[src/rtl/riscv_pkg.sv]
// Shared RISC-V core types: widths, reset PC and fetch-stage bundles.
// Used by instr_fetch (optional FETCH_MISALIGN_CHECK_EN) and its FIFO.
package riscv_pkg;

    localparam int XLEN = 32;
    localparam int ILEN = 32;

    localparam logic [XLEN-1:0] RESET_PC_DEFAULT = 32'h0000_0000;

    typedef enum logic {
        FETCH,
        FAULT
    } fetch_state_t;

    typedef struct packed {
        logic [XLEN-1:0] pc;
        logic [ILEN-1:0] instr;
    } fetch_entry_t;

endpackage

[src/rtl/fetch_fifo.sv]
// Synchronous FIFO for the fetch buffer; flush beats push and pop.
// DEPTH must be a power of two so the pointers wrap naturally.
module fetch_fifo #(
    parameter int DEPTH = 2,
    parameter int WIDTH = 64
) (
    input  logic                       clock,
    input  logic                       reset,
    input  logic                       push,
    input  logic                       pop,
    input  logic                       flush,
    input  logic [WIDTH-1:0]           wdata,
    output logic [WIDTH-1:0]           rdata,
    output logic                       full,
    output logic                       empty,
    output logic [$clog2(DEPTH):0]     count
);

    localparam int AW = $clog2(DEPTH);
    localparam int CW = AW + 1;

    logic [WIDTH-1:0] mem [DEPTH];
    logic [AW-1:0]    wr_ptr;
    logic [AW-1:0]    rd_ptr;

    always_ff @(posedge clock) begin
        if (reset || flush) begin
            wr_ptr <= '0;
            rd_ptr <= '0;
            count  <= '0;
        end else begin
            if (push) wr_ptr <= wr_ptr + AW'(1);
            if (pop)  rd_ptr <= rd_ptr + AW'(1);
            count <= count + CW'(push) - CW'(pop);
        end
    end

    always_ff @(posedge clock) begin
        if (push && !flush) mem[wr_ptr] <= wdata;
    end

    assign rdata = mem[rd_ptr];
    assign full  = (count == CW'(DEPTH));
    assign empty = (count == '0);

endmodule

[src/rtl/instr_fetch.sv]
// Fetch stage: PC, imem request/response tracking, {pc,instr} buffer.
// FETCH_MISALIGN_CHECK_EN: misaligned redirect traps into sticky FAULT.
module instr_fetch
    import riscv_pkg::*;
#(
    parameter logic [XLEN-1:0] RESET_PC   = RESET_PC_DEFAULT,
    parameter int              FIFO_DEPTH = 2
) (
    input  logic            clock,
    input  logic            reset,
    output logic            imem_req_valid,
    output logic [XLEN-1:0] imem_req_addr,
    input  logic            imem_req_ready,
    input  logic            imem_rsp_valid,
    input  logic [ILEN-1:0] imem_rsp_data,
    input  logic            redirect_valid,
    input  logic [XLEN-1:0] redirect_pc,
    output logic            out_valid,
    input  logic            out_ready,
    output logic [ILEN-1:0] out_instr,
    output logic [XLEN-1:0] out_pc,
    output logic            fetch_fault
);

    localparam int CW = $clog2(FIFO_DEPTH) + 1;

    fetch_state_t    state;
    fetch_state_t    state_next;
    logic [XLEN-1:0] pc;
    logic [XLEN-1:0] rsp_pc;
    logic [XLEN-1:0] target;
    logic [CW-1:0]   outstanding;
    logic [CW-1:0]   discard_cnt;
    logic [CW-1:0]   fifo_count;
    logic [CW:0]     in_use;
    logic            fifo_full;
    logic            fifo_empty;
    logic            push;
    logic            pop;
    logic            accept;
    logic            misaligned;
    fetch_entry_t    wr_entry;
    fetch_entry_t    head;

`ifdef FETCH_MISALIGN_CHECK_EN
    assign misaligned  = |redirect_pc[1:0];
    assign target      = redirect_pc;
    assign fetch_fault = (state == FAULT);
`else
    assign misaligned  = 1'b0;
    assign target      = redirect_pc & ~32'd3;
    assign fetch_fault = 1'b0;
`endif

    // Credit counts in-flight words so every response has a FIFO slot.
    assign in_use = {1'b0, fifo_count} + {1'b0, outstanding};

    assign imem_req_valid = !reset && (state == FETCH) && !redirect_valid
                         && (in_use < (CW+1)'(FIFO_DEPTH));
    assign imem_req_addr  = pc;
    assign accept         = imem_req_valid && imem_req_ready;

    assign push = imem_rsp_valid && !redirect_valid
               && (state == FETCH) && (discard_cnt == '0);

    assign out_valid = !reset && (state == FETCH)
                    && !fifo_empty && !redirect_valid;
    assign pop       = out_valid && out_ready;

    assign wr_entry  = '{pc: rsp_pc, instr: imem_rsp_data};
    assign out_pc    = head.pc;
    assign out_instr = head.instr;

    always_ff @(posedge clock) begin
        if (reset) begin
            state       <= FETCH;
            pc          <= RESET_PC;
            rsp_pc      <= RESET_PC;
            outstanding <= '0;
            discard_cnt <= '0;
        end else begin
            state       <= state_next;
            outstanding <= outstanding + CW'(accept) - CW'(imem_rsp_valid);
            if (redirect_valid) begin
                pc          <= target;
                rsp_pc      <= target;
                discard_cnt <= outstanding - CW'(imem_rsp_valid);
            end else begin
                if (accept) pc <= pc + 32'd4;
                if (push) rsp_pc <= rsp_pc + 32'd4;
                if (imem_rsp_valid && (discard_cnt != '0))
                    discard_cnt <= discard_cnt - CW'(1);
            end
        end
    end

    always_comb begin
        state_next = state;
        unique case (state)
            FETCH: if (redirect_valid && misaligned) state_next = FAULT;
            FAULT: state_next = FAULT;
        endcase
    end

    always_ff @(posedge clock) begin
        if (!reset) assert (!(push && fifo_full));
    end

    fetch_fifo #(
        .DEPTH (FIFO_DEPTH),
        .WIDTH ($bits(fetch_entry_t))
    ) u_fifo (
        .clock (clock),
        .reset (reset),
        .push  (push),
        .pop   (pop),
        .flush (redirect_valid),
        .wdata (wr_entry),
        .rdata (head),
        .full  (fifo_full),
        .empty (fifo_empty),
        .count (fifo_count)
    );

endmodule
[config.mk]
export PLATFORM = sky130hd
export DESIGN_NAME = instr_fetch
export DESIGN_NICKNAME = d
export VERILOG_FILES = /design/src/rtl/riscv_pkg.sv /design/src/rtl/fetch_fifo.sv /design/src/rtl/instr_fetch.sv
export SDC_FILE = /design/constraint.sdc
export NUM_CORES = 1
export LEC_CHECK = 0
export BUFFER_PORTS_ARGS = -buffer_cell sky130_fd_sc_hd__buf_4
export CORE_MARGIN = 1
export CORE_UTILIZATION = 40
export DETAILED_ROUTE_END_ITERATION = 6
export GPL_ROUTABILITY_DRIVEN = 0
export SYNTH_ARGS = -nofsm -noshare
export SYNTH_HDL_FRONTEND = slang
export SYNTH_HIERARCHICAL = 1
export SYNTH_SLANG_ARGS = --single-unit
[constraint.sdc]
create_clock -name clock -period 7.45 [get_ports clock]
set_input_delay 1.49 -clock clock [delete_from_list [all_inputs] [get_ports clock]]
set_output_delay 1.49 -clock clock [all_outputs]
set_load 0.1 [all_outputs]
==> impl_metrics.env <==
export IMPL_antenna_found_initial=0
export IMPL_drive_gt1_share_pct=32.52
export IMPL_dp_hpwl_um=14310
export IMPL_drc_errors=18
export IMPL_clk_pin_slew_ns=0.06
export IMPL_regArea_mm2=0.005229
export IMPL_avgSynthCellArea_um2=13.17
export IMPL_placed_cell_area_mm2=0.01043
export IMPL_num_vias=6222
export IMPL_grt_max_degree=65
export IMPL_syn2layout_area_growth_pct=22.19
export IMPL_dieArea_mm2=0.02326
export IMPL_cts_tree="built"
export IMPL_finalWorstSetupSlack_ns=3.254
export IMPL_path_common_cell="buf_4"
export IMPL_gr_total_overflow=0
export IMPL_clock_latency_ns=0.43
export IMPL_arrival_ns=2.71
export IMPL_port_buffers=163
export IMPL_clk_path_buf_depth=2
export IMPL_cp_slowest_cell="or2_2"
export IMPL_cp_data_required_time_ns=5.96
export IMPL_ios=169
export IMPL_setup_tns_final_ns=0
export IMPL_core_area_mm2=0.02203
export IMPL_failed_checks="DRC"
export IMPL_fin_crit_sh_pct=56.32
export IMPL_maxCapViolCount=0
export IMPL_cp_num_buf_inv=2
export IMPL_most_common_layout_cells="buf_4 (169), edfxtp_1 (128), dfxtp_1 (68)"
export IMPL_die_height_um=152.5
export IMPL_power_mw=2.637
export IMPL_fillCellCount=1977
export IMPL_num_antenna_cells=0
export IMPL_routed_wl_um=20860
export IMPL_worstMarginPinSlew_ns=1.217
export IMPL_startpoint_type="input pin"
export IMPL_cp_end_kind="output port"
export IMPL_syn_area_mm2=0.009060
export IMPL_grt_pass1_vias=5896
export IMPL_via_per_inst=5.467
export IMPL_fin_area_mm2=0.01107
export IMPL_setup_violations=0
export IMPL_post_cts_buffers=0
export IMPL_drtPass1Iterations=7
export IMPL_hp_class="reg2reg"
export IMPL_fmax_ghz=0.2383
export IMPL_initial_core_util_pct=41.13
export IMPL_grtUsageTotal_pct=18.08
export IMPL_cts_resized=0
export IMPL_cts_root_buf="clkbuf_16"
export IMPL_ir_worst_vdd_mv=0.1248
export IMPL_hold_violations=0
export IMPL_cts_buffers=17
export IMPL_status="finished, violations left"
export IMPL_cts_hold_buffers=0
export IMPL_path_delay_family="buffers and inverters"
export IMPL_place_inst=1106
export IMPL_skew_ns=0.01213
export IMPL_slew_headroom_pct=18.09
export IMPL_clkSinkCount=197
export IMPL_slowest_delay_ns=0.41
export IMPL_yosys_warnings=6
export IMPL_syn_inst=688
export IMPL_drt_iter0_drc=441
export IMPL_grt_pass1_wl_um=32600
export IMPL_fp_dieW_um=152.5
export IMPL_maxSlewViolCount=0
export IMPL_pre_cts_slack_ns=3.243
export IMPL_ant_nets=0
export IMPL_rows=54
export IMPL_h_tree_depth=4
export IMPL_wire_per_inst_um=18.33
export IMPL_multi_input_area_mm2=0.003530
export IMPL_worstPathMaxFanout=53
export IMPL_rsz0062_at_grt="no"
export IMPL_stdcell_count=1138
export IMPL_powerDensity_mw_per_mm2=238.2
export IMPL_layout_commonest_cell="buf_4"
export IMPL_fin_nets=924
export IMPL_crit_chain="buf_4 -> or2_2 -> nor3_1 -> buf_4"
export IMPL_crit_type="in2out"
export IMPL_p_leak_nw=4.050
export IMPL_fin_crit_ns=4.196
metal layers:
metal	vias to the layer above	wire (um)	global-route usage [%]
li1	2996	-	-
met1	2961	9917	26.46
met2	243	9003	26.79
met3	22	1611	3.470
met4	0	323	6.061
met5	-	0	0
worst reg2reg max path, stage by stage, from the launching register on:
cell and delay, ns:
dfxtp_1 0.33, and2_1 0.17, fa_1 0.52, or3b_2 0.59
nor3_1 0.44, or4b_1 0.47, a31oi_1 0.16
stage by stage:
step / util [%] / hold slack (ns)
after floorplan: - / 0.4544
after global placement: 47.37 / 0.4967
after detailed placement: 47.37 / 0.5178
after CTS: 50.26 / 0.5335
after global routing: 50.26 / 0.5524
final: 50.26 / 0.5337
area by class of cell:
cell class | instances | share of cell area [%]
clock buffers | 20 | 3.944
flip-flops and latches | 197 | 47.23
multi-input cells | 445 | 31.88
inverters | 15 | 0.5086
clock inverters | 12 | 1.808
repair buffers | 169 | 11.46
well taps | 280 | 3.165
worst paths after layout:
path	from	to	slack, ns	depth (start not counted)
setup / recovery	redirect_valid	imem_req_valid	3.25	4
hold / removal	rsp_pc[29]	u_fifo/mem[0][61]	0.53	0
setup reg to reg	outstanding[0]	imem_req_addr[23]	4.71	6
hold reg to reg	rsp_pc[29]	u_fifo/mem[0][61]	0.53	0
power breakdown:
part           internal [mW]  total, mW  switching, mW
combinational          0.113      0.385          0.272
sequential              1.21       1.25         0.0480
clock                  0.598      0.999          0.401
total                   1.92       2.64          0.721
flip-flops by register name, indices dropped and copies added (netlist names), named ones only:
signal / count
u_fifo/mem: 128
imem_req_addr: 30
rsp_pc: 30
discard_cnt: 2
outstanding: 2
u_fifo/count: 2
u_fifo/rd_ptr: 1
u_fifo/wr_ptr: 1
(Power assumes the default switching activity.)
